**config.mk**
```make
export PLATFORM = sky130hd
export DESIGN_NAME = signal_monitor
export DESIGN_NICKNAME = d
export VERILOG_FILES = /design/src/rtl/signal_monitor.sv
export SDC_FILE = /design/constraint.sdc
export NUM_CORES = 1
export LEC_CHECK = 0
export ABC_AREA = 1
export BUFFER_PORTS_ARGS = -buffer_cell sky130_fd_sc_hd__buf_2
export CORE_MARGIN = 4
export CORE_UTILIZATION = 40
export CTS_CLUSTER_SIZE = 16
export DETAILED_ROUTE_END_ITERATION = 8
export HOLD_SLACK_MARGIN = 0.08
export PLACE_DENSITY_LB_ADDON = 0.3
export SKIP_LAST_GASP = 1
export SYNTH_ARGS = -nofsm -noshare
export SYNTH_HDL_FRONTEND = slang
export SYNTH_SLANG_ARGS = --single-unit
export TNS_END_PERCENT = 50
```
**constraint.sdc**
```tcl
create_clock -name clk -period 1.75 [get_ports clk]
set_clock_uncertainty 0.2 [all_clocks]
set_input_delay 0.2625 -clock clk [delete_from_list [all_inputs] [get_ports clk]]
set_output_delay 0.2625 -clock clk [all_outputs]
set_load 0.005 [all_outputs]
```
**src/rtl/signal_monitor.sv**
```systemverilog
// rtl/signal_monitor.sv - traffic-light lamp monitor with phase decode, fault latch, dwell counter and walk permit
//
// Purpose:
//   Watches the lamp codes driven by a two-light traffic controller. It decodes
//   the combined phase, counts cycles spent in that phase, and latches the first
//   detected safety fault. Pedestrian walk is granted after a long enough
//   all-red interval while no fault is latched.
//
// Ports:
//   clk          in   1   single clock, everything on posedge
//   reset        in   1   synchronous, active-high
//   Light1       in   3   lamp code light 1 (100 red, 010 yellow, 001 green, 000 off)
//   Light2       in   3   lamp code light 2, same encoding
//   fault_clear  in   1   clears the latched fault
//   phase        out  3   decoded phase of the registered lamp codes
//   walk         out  1   pedestrian walk permitted
//   fault        out  1   sticky fault flag
//   fault_code   out  3   cause of the first latched fault
//   dwell        out  32  cycles in current phase, saturating
//
// Configuration:
//   SIGNAL_MONITOR_YELLOW_CHECK_EN - when defined, a light leaving yellow for
//   red before YELLOW_MIN cycles of dwell raises fault code 100.

module signal_monitor #(
  parameter int unsigned YELLOW_MIN = 50000000,
  parameter int unsigned WALK_DELAY = 25000000
) (
  input  logic        clk,
  input  logic        reset,
  input  logic [2:0]  Light1,
  input  logic [2:0]  Light2,
  input  logic        fault_clear,
  output logic [2:0]  phase,
  output logic        walk,
  output logic        fault,
  output logic [2:0]  fault_code,
  output logic [31:0] dwell
);

  localparam logic [2:0] LAMP_OFF = 3'b000;
  localparam logic [2:0] LAMP_GRN = 3'b001;
  localparam logic [2:0] LAMP_YEL = 3'b010;
  localparam logic [2:0] LAMP_RED = 3'b100;

  localparam logic [2:0] PH_ALL_RED   = 3'b000;
  localparam logic [2:0] PH_L1_GREEN  = 3'b001;
  localparam logic [2:0] PH_L1_YELLOW = 3'b010;
  localparam logic [2:0] PH_L2_GREEN  = 3'b011;
  localparam logic [2:0] PH_L2_YELLOW = 3'b100;
  localparam logic [2:0] PH_DARK      = 3'b101;
  localparam logic [2:0] PH_INVALID   = 3'b110;

  localparam logic [2:0] FC_NONE     = 3'b000;
  localparam logic [2:0] FC_CONFLICT = 3'b001;
  localparam logic [2:0] FC_INVALID  = 3'b010;
  localparam logic [2:0] FC_SEQUENCE = 3'b011;
  localparam logic [2:0] FC_SHORT_YE = 3'b100;

  logic [2:0]  l1_q, l1_d;
  logic [2:0]  l2_q, l2_d;
  logic [2:0]  l1_prev_q, l1_prev_d;
  logic [2:0]  l2_prev_q, l2_prev_d;
  logic [2:0]  phase_q, phase_d;
  logic [31:0] dwell_q, dwell_d;
  logic        fault_q, fault_d;
  logic [2:0]  fault_code_q, fault_code_d;

  logic        conflict;
  logic        invalid_code;
  logic        seq_error;
  logic        yellow_short;
  logic [2:0]  cause;

  function automatic logic is_legal(input logic [2:0] c);
    return (c == LAMP_OFF) || (c == LAMP_GRN) || (c == LAMP_YEL) || (c == LAMP_RED);
  endfunction

  // "Active" means the lamp is showing something that lets traffic move.
  function automatic logic is_active(input logic [2:0] c);
    return (c != LAMP_RED) && (c != LAMP_OFF);
  endfunction

  function automatic logic step_ok(input logic [2:0] prev, input logic [2:0] cur);
    return (prev == cur) || (cur == LAMP_OFF) || (prev == LAMP_OFF) ||
           ((prev == LAMP_RED) && (cur == LAMP_GRN)) ||
           ((prev == LAMP_GRN) && (cur == LAMP_YEL)) ||
           ((prev == LAMP_YEL) && (cur == LAMP_RED));
  endfunction

  function automatic logic [2:0] decode(input logic [2:0] a, input logic [2:0] b);
    logic [2:0] p;
    p = PH_INVALID;
    if      ((a == LAMP_RED) && (b == LAMP_RED)) p = PH_ALL_RED;
    else if ((a == LAMP_GRN) && (b == LAMP_RED)) p = PH_L1_GREEN;
    else if ((a == LAMP_YEL) && (b == LAMP_RED)) p = PH_L1_YELLOW;
    else if ((a == LAMP_RED) && (b == LAMP_GRN)) p = PH_L2_GREEN;
    else if ((a == LAMP_RED) && (b == LAMP_YEL)) p = PH_L2_YELLOW;
    else if ((a == LAMP_OFF) && (b == LAMP_OFF)) p = PH_DARK;
    return p;
  endfunction

`ifdef SIGNAL_MONITOR_YELLOW_CHECK_EN
  // dwell_q still belongs to the yellow phase in the cycle the red code is
  // first seen, so it is the length of the yellow interval just ending.
  assign yellow_short = (((l1_prev_q == LAMP_YEL) && (l1_q == LAMP_RED)) ||
                         ((l2_prev_q == LAMP_YEL) && (l2_q == LAMP_RED))) &&
                        (dwell_q < YELLOW_MIN);
`else
  // Check compiled out: the term is constant zero, so no code-100 path exists.
  assign yellow_short = 1'b0 & (dwell_q < YELLOW_MIN);
`endif

  always_comb begin
    conflict     = is_active(l1_q) && is_active(l2_q);
    invalid_code = !is_legal(l1_q) || !is_legal(l2_q);
    seq_error    = !step_ok(l1_prev_q, l1_q) || !step_ok(l2_prev_q, l2_q);

    cause = FC_NONE;
    if      (conflict)     cause = FC_CONFLICT;
    else if (invalid_code) cause = FC_INVALID;
    else if (seq_error)    cause = FC_SEQUENCE;
    else if (yellow_short) cause = FC_SHORT_YE;
  end

  always_comb begin
    l1_d      = Light1;
    l2_d      = Light2;
    l1_prev_d = l1_q;
    l2_prev_d = l2_q;

    phase_d = decode(l1_q, l2_q);

    if (phase_d != phase_q)          dwell_d = '0;
    else if (dwell_q == 32'hFFFFFFFF) dwell_d = dwell_q;
    else                              dwell_d = dwell_q + 32'd1;

    // A clear in the same cycle as a new cause re-arms with that cause.
    fault_d      = fault_q;
    fault_code_d = fault_code_q;
    if (fault_clear) begin
      fault_d      = (cause != FC_NONE);
      fault_code_d = cause;
    end else if (!fault_q && (cause != FC_NONE)) begin
      fault_d      = 1'b1;
      fault_code_d = cause;
    end
  end

  always_ff @(posedge clk) begin
    if (reset) begin
      l1_q         <= LAMP_OFF;
      l2_q         <= LAMP_OFF;
      l1_prev_q    <= LAMP_OFF;
      l2_prev_q    <= LAMP_OFF;
      phase_q      <= PH_DARK;
      dwell_q      <= '0;
      fault_q      <= 1'b0;
      fault_code_q <= FC_NONE;
    end else begin
      l1_q         <= l1_d;
      l2_q         <= l2_d;
      l1_prev_q    <= l1_prev_d;
      l2_prev_q    <= l2_prev_d;
      phase_q      <= phase_d;
      dwell_q      <= dwell_d;
      fault_q      <= fault_d;
      fault_code_q <= fault_code_d;
    end
  end

  // Combinational so walk drops in the very cycle phase or fault changes.
  always_comb begin
    walk = (phase_q == PH_ALL_RED) && (dwell_q >= WALK_DELAY) && !fault_q;
  end

  assign phase      = phase_q;
  assign dwell      = dwell_q;
  assign fault      = fault_q;
  assign fault_code = fault_code_q;

endmodule

```
## Word-level counts from Yosys, hierarchy flattened

Cells that the tools add are included.

- Add/subtract/negate cells: 1
- $lt $le $gt $ge: 1
- Equal/unequal tests: 18
- Reduce and logical (&&, ||, !) cells: 51
- Mux-type cells: 13

Operators with widths:

| kind | number |
|---|---|
| 32-bit by 1-bit adder with 32-bit output, second input constant | 1 |
| 32-bit == test, second input constant | 1 |
| 32-bit by 25-bit greater-or-equal comparator with 1-bit output, second input constant | 1 |
| 3-bit two-way mux | 7 |
| 1-bit logical AND | 18 |
| 1-bit logical OR | 18 |
| 3-bit logical NOT | 5 |
| 3-bit by 1-bit == test with 1-bit output, second input constant | 4 |
| 3-bit by 2-bit == test with 1-bit output, second input constant | 4 |
| 3-bit == test, second input constant | 4 |
| 3-bit nonzero test | 3 |
| 2-bit two-way mux | 4 |
| 3-bit == test | 2 |
| 3-bit inequality test, second input constant | 2 |
| 1-bit logical NOT | 5 |
| 3-bit inequality test | 1 |
| 1-bit two-way mux | 2 |
| 2-bit nonzero test | 1 |
| 2-bit OR reduction | 1 |

- Word-level logic and storage cells: 92
- Flip-flop bits (word level): 51

## Longest topological paths before layout

Gate-level depths: netlist (run 1).

- Depth after elaboration: 15
- Depth in mapped cells: 12

## Worst setup path after synthesis (run 1)

No wires, ideal clock.

- Path kind: register -> register
- Start point: register dwell_q[0], in the netlist dwell[0]
- End point: register dwell_q[30], in the netlist dwell[30]
- Setup slack: 0 ps
- Setup time: 64 ps
- Required time: 1486 ps
- Buffers on the path: 1
- Stages on the path, launching flop included: 9
- Arrival time: 1486 ps
- Cell sequence: dfxtp_1 ha_1 nand4_2 nor2_2 nand2_4 clkinv_2 buf_6 nor2_1 nor2_1

- Word-level cells in the longest chain between the ends: 1
- Elaborated cells between the ends (all ways): 2

Ends and longest elaborated chain:

| element | RTL line | RTL |
|---|---|---|
| start: declaration | 65 | `logic [31:0] dwell_q, dwell_d;` |
| start signal: assignment | 166 | `dwell_q <= dwell_d;` |
| 32-bit by 1-bit adder with 32-bit output / 32-bit == test (equally long branches) | 136, 135 |  |

Several ways; a longest one is shown, not always the timed one.
A chain may end at the register's enable or synchronous reset.

## Worst setup path after layout (run 1)

- Start point: register dwell_q[13], in the netlist dwell[13]
- End point: output walk

- Word-level cells in the longest chain between the ends: 3

Ends and longest elaborated chain:

| element | RTL line | RTL |
|---|---|---|
| 32-bit by 25-bit greater-or-equal comparator with 1-bit output | 174 | `walk = (phase_q == PH_ALL_RED) && (dwell_q >= WALK_DELAY) && !fault_q;` |
| 1-bit logical AND (2 in a row) | 174 |  |
| end: declaration | 35 | `output logic walk,` |

Every way passes these cells.

==> impl_metrics.py, run 1 <==
metrics = {
    "run_status": {
        "status": "complete, but fails checks",
        "violations": "negative setup slack",
    },
    "logic_synthesis": {
        "synth.most_common_cell": "nor2_1",
        "ys_ff_latch": 50,
        "yosysTopAreaCell": "dfxtp_1",
        "yosys_warnings": 0,
        "syn_inst": 419,
        "synth_area_leaders": "dfxtp_1 (35%), nor2_1 (13%), nand2_1 (11%)",
        "syn_area_per_cell_um2": 6.785,
        "synth.net_count": 430,
        "async_reset_ff_share_pct": 0,
        "synth-seq-area-share_pct": 35.21,
        "synth_edf_count": 0,
        "synth.top_cells.by_count": "nor2_1 (99), nand2_1 (84), dfxtp_1 (50)",
        "synth_top_area_share_pct": 35.21,
        "synth_flop_cell": "dfxtp_1",
        "ys_types": 34,
        "netlist_area_mm2": 0.002843,
    },
    "drt": {
        "drc": 0,
        "ant_nets": 0,
        "drt-total-wl_um": 8845,
        "vias": 3207,
        "wl_per_cell_um": 13.40,
        "viasPerCell": 4.859,
        "drtIter0Drc": 145,
        "firstDrtPassIters": 6,
    },
    "timing": {
        "setup_ws_ns": -0.2841,
        "setup_violations": 36,
        "min_period_ns": 2.034,
        "tns_ns": -6.541,
        "fmax_ghz": 0.4916,
        "drv_slew": 0,
        "finalHoldViolCount": 0,
        "fin_crit_sh_pct": 116.2,
        "rsz0062_at_grt": "true",
    },
    "worst_setup_path": {
        "cp.required_ns": 1.29,
        "setup.worst_path.class": "register to output port",
        "worst_setup_path_start_kind": "register",
        "critPathArrivalTime_ns": 1.57,
        "crit_fanout": 4,
        "crit_path_end_kind": "output port",
    },
    "layout": {
        "drive_gt1_share_pct": 40.25,
        "nFillCells": 573,
        "diodes": 0,
        "ff_latch_area_mm2": 0.001031,
        "fin_area_mm2": 0.004344,
        "multiInputGateArea_mm2": 0.001784,
        "fin_nets": 575,
        "utilization_pct": 63.59,
        "syn_to_final_growth_pct": 52.82,
    },
    "floorplanning": {
        "die_h_um": 92.30,
        "die_w_um": 92.30,
        "core_mm2": 0.006832,
        "dieArea_mm2": 0.008519,
        "initial_core_util_pct": 41.61,
        "num_rows": 30,
        "io_pins": 49,
    },
    "clocking": {
        "root_buffer": "clkbuf_8",
        "htree_levels": 2,
        "cts_buffer_depth": 2,
        "numCtsBuffers": 5,
        "cts_tree": "yes",
        "cts.clk_slew.worst_paths_ns": 0.09,
        "clkLatencyLatePin_ns": 0.30,
        "cts.sinks": 50,
    },
    "grt": {
        "grt_pass1_vias": 3223,
        "grtUsageTotal_pct": 21.23,
        "gr-total-overflow": 0,
        "grt_max_degree": 16,
        "antenna_found_initial": 0,
        "grt_first_pass_wirelength_um": 14690,
    },
    "placement": {
        "dpl-instance-area_mm2": 0.003705,
        "post-place-ws_ns": -0.1427,
        "io_buffers": 47,
        "globalplace.congestion": 0.9260,
        "hpwl_um": 6227,
    },
    "flow_run": {
        "drv_cap": 0,
    },
    "pwr": {
        "leakage_nw": 1.981,
        "peakVddDrop_uv": 413.6,
        "powerDensity_mw_per_mm2": 521.1,
        "total_power_w": 0.002264,
    },
    "worst_hold_path": {
        "hold_class": "input port to register",
    },
}
## final timing paths
kind | slack, ns | from | end | cells past startpoint
setup reg to reg | -0.23 | l2_prev_d[2] | dwell[5] | 9
setup / recovery | -0.28 | dwell[13] | walk | 7
hold / removal | 0.09 | fault_clear | fault | 4
hold reg to reg | 0.31 | fault_code[1] | fault_code[1] | 2
## where the power goes
part / internal, W / switching [W] / total (W)
logic: 0.000214 / 0.000200 / 0.000414
clock network: 0.000270 / 0.000384 / 0.000653
registers: 0.00116 / 0.0000320 / 0.00120
total: 0.00165 / 0.000615 / 0.00226
## registers in the layout, indices dropped and copies added (netlist names)
| signal | cells |
|---|---|
| l1_prev_d | 3 |
| l1_prev_q | 3 |
| l2_prev_q | 3 |
| fault | 1 |
| dwell | 32 |
| phase | 3 |
| l2_prev_d | 3 |
| fault_code | 2 |
## layer usage
| metal | routed length, um | GRT usage (%) | vias up |
|---|---|---|---|
| li1 | - | - | 1593 |
| met1 | 3657 | 25.93 | 1451 |
| met2 | 4403 | 36.74 | 136 |
| met3 | 539 | 3.574 | 27 |
| met4 | 245 | 8.911 | 0 |
| met5 | 0 | 0 | - |
## layout by cell type (no fill, tap or decap), drive strengths merged
master,n
nor3,25
a21oi,14
a31oi,1
dfxtp,50
buf,140
clkbuf,5
xnor2,14
nand4,7
clkinv,3
o22ai,1
xor2,20
nand2,88
nor2,103
inv,50
conb,1
nand3,27
o21ai,4
nand3b,1
ha,2
dlygate4sd3,7
nor4,1
## repair_timing
action | in CTS | in global routing
gates resized for setup | 45 | 37
hold buffers | 7 | 0
endpoints found under the setup margin | 35 | 36
cloned | 3 | 0
setup buffers | 14 | 7
pin swaps | 18 | 11
hold endpoints to repair | 9 | 0
## worst max-delay path, cell delays in order, from the launching register on
cell and delay [ns]:
dfxtp_4 0.37, nand2_1 0.09, nor3_2 0.26, a21oi_2 0.10, o22ai_1 0.11, a31oi_1 0.12
nor2_1 0.10, buf_2 0.12
## logic make-up (layout without fill, tap and decap cells)
logic type	count (synthesis)	after routing	synth area share [%]
xor gates and xnor gates	34	34	10.74
buffers and inverters	60	205	9.463
DFF	50	50	35.21
AOI/OAI and AO/OA	20	20	4.534
adders and majority gates	2	2	0.8801
and+or+nand+nor	252	252	39.04
other	1	1	0.1319
## metrics by stage
| stage | std cells | hold WS, ns |
|---|---|---|
| after global placement | 624 | 0.2647 |
| final | 660 | 0.09171 |
| after global routing | 660 | 0.1108 |
| after detailed placement | 624 | 0.2737 |
| after CTS | 654 | 0.08757 |
| after floorplan | 419 | 0.1695 |
## layout make-up
class	count	area share (%)
clock buffers	5	1.584
repair buffers	147	26.12
multi-input cells	309	41.07
flip-flops and latches	50	23.73
inverters	51	4.493
clock inverters	2	0.2304
well taps	96	2.765
(Power assumes the default switching activity.)
==> run 2, diff against run 1 <==
Settings changed: ABC_AREA 1 to not set.
==> impl_metrics.py, run 2 <==
metrics = {
    "run_status": {
        "status": "complete, but fails checks",
        "violations": "negative setup slack",
    },
    "grt": {
        "gr-total-overflow": 0,
        "grtUsageTotal_pct": 21.87,
        "grt_pass1_vias": 3318,
        "grt_first_pass_wirelength_um": 15550,
        "antenna_found_initial": 0,
        "grt_max_degree": 17,
    },
    "worst_setup_path": {
        "r2r-start": "l2_prev_d[0]",
        "critPathArrivalTime_ns": 1.73,
        "reg2reg_depth": 8,
        "critical-path-slowest-cell": "dfxtp_2",
        "crit_path_end_kind": "output port",
        "r2r_end": "dwell[6]",
        "cp.buffers_inverters": 2,
        "crit_cells": 7,
        "crit_path_end": "walk",
        "r2r_setup_slack_ns": -0.39,
        "crit_chain": "buf_6 > nor3_4 > a21oi_2 > o21a_1 > o211ai_1 > a31oi_1 > buf_2",
        "worst_setup_path_start_kind": "register",
        "crit_start": "dwell[8]",
        "critPathTopFamily": "compound AO/OA/AOI/OAI gates",
        "setup.worst_path.class": "register to output port",
        "max_stage_delay_ns": 0.34,
        "cp.required_ns": 1.29,
        "crit_fanout": 4,
    },
    "pwr": {
        "peakVddDrop_uv": 460.9,
        "leakage_nw": 1.828,
        "powerDensity_mw_per_mm2": 587.4,
        "switching_share_pct": 25.97,
        "clkPwrFrac_pct": 35.3,
        "power.internal_w": 0.002082,
        "pwr-share-seq_pct": 42.4,
        "power.switching_w": 0.0007304,
        "power_frac_comb_pct": 22.2,
    },
    "logic_synthesis": {
        "synth.most_common_cell": "dfxtp_1",
        "syn_area_per_cell_um2": 9.087,
        "synth_flop_cell": "dfxtp_1",
        "yosys_warnings": 0,
        "synth_area_leaders": "dfxtp_1 (34%), a211oi_2 (8.4%), or3_1 (4.4%)",
        "async_reset_ff_share_pct": 0,
        "synth.net_count": 338,
        "syn_inst": 327,
        "netlist_area_mm2": 0.002972,
        "ys_ff_latch": 50,
        "synth_top_area_share_pct": 33.68,
        "ys_types": 64,
        "synth.top_cells.by_count": "dfxtp_1 (50), nand2_1 (25), or3_1 (21)",
        "synth_edf_count": 0,
        "synth-seq-area-share_pct": 33.68,
        "yosysTopAreaCell": "dfxtp_1",
    },
    "placement": {
        "globalplace.congestion": 0.8588,
        "dp.cells": 529,
        "hpwl_um": 5689,
        "post-place-ws_ns": -0.2852,
        "io_buffers": 47,
    },
    "layout": {
        "fin_nets": 488,
        "final_cell_mix": "buf_4 (79), buf_2 (47), dfxtp_1 (27), a211oi_2 (25), nand2_1 (23)",
        "final_cells": 577,
        "final_common_cell": "buf_4",
        "drive_gt1_share_pct": 57.95,
        "diodes": 0,
        "syn_to_final_growth_pct": 61.14,
        "largest_register_ffs": 32,
    },
    "drt": {
        "viasPerCell": 5.672,
        "drc": 0,
        "vias": 3273,
        "drt-total-wl_um": 9798,
        "ant_nets": 0,
        "drtIter0Drc": 119,
        "wl_per_cell_um": 16.98,
        "firstDrtPassIters": 4,
    },
    "floorplanning": {
        "core_mm2": 0.007253,
        "initial_core_util_pct": 40.97,
        "dieArea_mm2": 0.008872,
        "die_h_um": 94.19,
        "die_w_um": 94.19,
        "io_pins": 49,
        "num_rows": 31,
    },
    "worst_hold_path": {
        "hold_class": "input port to register",
    },
    "clocking": {
        "htree_levels": 2,
        "root_buffer": "clkbuf_8",
        "cts_tree": "yes",
        "numCtsBuffers": 5,
        "cts_buffer_depth": 2,
        "clkLatencyLatePin_ns": 0.32,
        "cts.clk_slew.worst_paths_ns": 0.10,
        "cts.sinks": 50,
    },
    "timing": {
        "fmax_ghz": 0.4569,
        "drv_slew": 0,
        "setup_ws_ns": -0.4388,
        "fin_crit_sh_pct": 125.1,
        "rsz0062_at_grt": "true",
        "setup_violations": 36,
        "finalHoldViolCount": 0,
        "min_period_ns": 2.189,
    },
    "flow_run": {
        "drv_cap": 0,
    },
}
[run 2: cell types whose count changed in the layout (fill, tap and decap cells not counted), moves of 8 or more]
cell,previous run,this run
inv_1,43,7
xnor2_1,14,3
nand2_1,83,23
xor2_1,19,4
nor2_1,80,4
nand3_1,25,8
nor3_1,15,1
buf_6,1,17
nor2_4,18,1
o21ai_1,1,10
a211oi_2,0,25
nor2b_1,0,11
or3_1,0,20
o21ai_0,2,10
[run 2: repair_timing]
action | 4_1_cts | 5_1_grt
cloned | 10 | 0
pin swaps | 22 | 38
hold endpoints to repair | 9 | 0
hold buffers | 8 | 0
gates resized for setup | 54 | 46
buffers inserted | 16 | 10
setup endpoints to repair | 36 | 36
[run 2: worst min-delay path: stages]
cell	delay (ns)
buf_2	0.09
inv_1	0.10
nand2_1	0.08
a31oi_1	0.04
[run 2: power by group through the flow]
stage / Sequential [W] / Combinational (W) / Clock, W
final: 0.00119 / 0.000626 / 0.000994
after floorplan: 0.00121 / 0.000243 / 0
after global routing: 0.00120 / 0.000662 / 0.00105
after global placement: 0.00122 / 0.000354 / 0
after detailed placement: 0.00122 / 0.000360 / 0
after CTS: 0.00119 / 0.000617 / 0.00101
[run 2: logic make-up (layout without fill, tap and decap cells)]
logic type | count (synthesis) | after routing | share of synthesized area (%)
buf+inv | 29 | 177 | 6.147
xor+xnor | 11 | 11 | 3.242
simple gates | 138 | 141 | 29.26
fa+ha+maj | 2 | 2 | 0.8420
flops | 50 | 50 | 33.68
compound gates | 95 | 95 | 26.36
other cells | 1 | 1 | 0.1262
mux | 1 | 1 | 0.3369
[run 2: cell type report]
type                       instances  area, um^2
fill                             577        2465
multi-input combinational        251        2123
timing repair buffer             162        1338
sequential                        50        1040
tap                               99       123.9
clock buffer                       5       68.82
clock inverter                     3       68.82
inverter                           7       26.28
[run 2: layer usage]
layer / vias to the layer above / global-route usage [%] / wire, um
li1: 1556 / - / -
met1: 1596 / 24.37 / 3807
met2: 95 / 41.31 / 5306
met3: 26 / 3.125 / 409
met4: 0 / 8.424 / 274
met5: - / 0 / 0
[run 2: worst min-delay path by stage]
stage | startpoint | end | slack (ns) | depth (start not counted)
after CTS | reset | fault_code[1] | 0.08 | 4
after detailed placement | Light1[1] | l1_prev_d[1] | 0.28 | 2
after floorplan | reset | l1_prev_d[0] | 0.13 | 1
after global placement | Light2[2] | l2_prev_d[2] | 0.27 | 2
after global routing | reset | fault_code[1] | 0.12 | 4
final | reset | fault_code[1] | 0.09 | 4
[run 2: metrics by stage]
| step | cell area, um^2 | TNS, ns | util [%] | hold slack, ns | power [W] |
|---|---|---|---|---|---|
| floorplan | 3039 | -7.522 | - | 0.1341 | 0.001454 |
| global placement | 3841 | -7.261 | 52.96 | 0.2745 | 0.001573 |
| detailed placement | 3841 | -8.397 | 52.96 | 0.2790 | 0.001579 |
| CTS | 4601 | -9.747 | 63.43 | 0.08353 | 0.002816 |
| global route | 4788 | -13.07 | 66.02 | 0.1150 | 0.002907 |
| finish | 4788 | -10.32 | 66.02 | 0.08742 | 0.002813 |
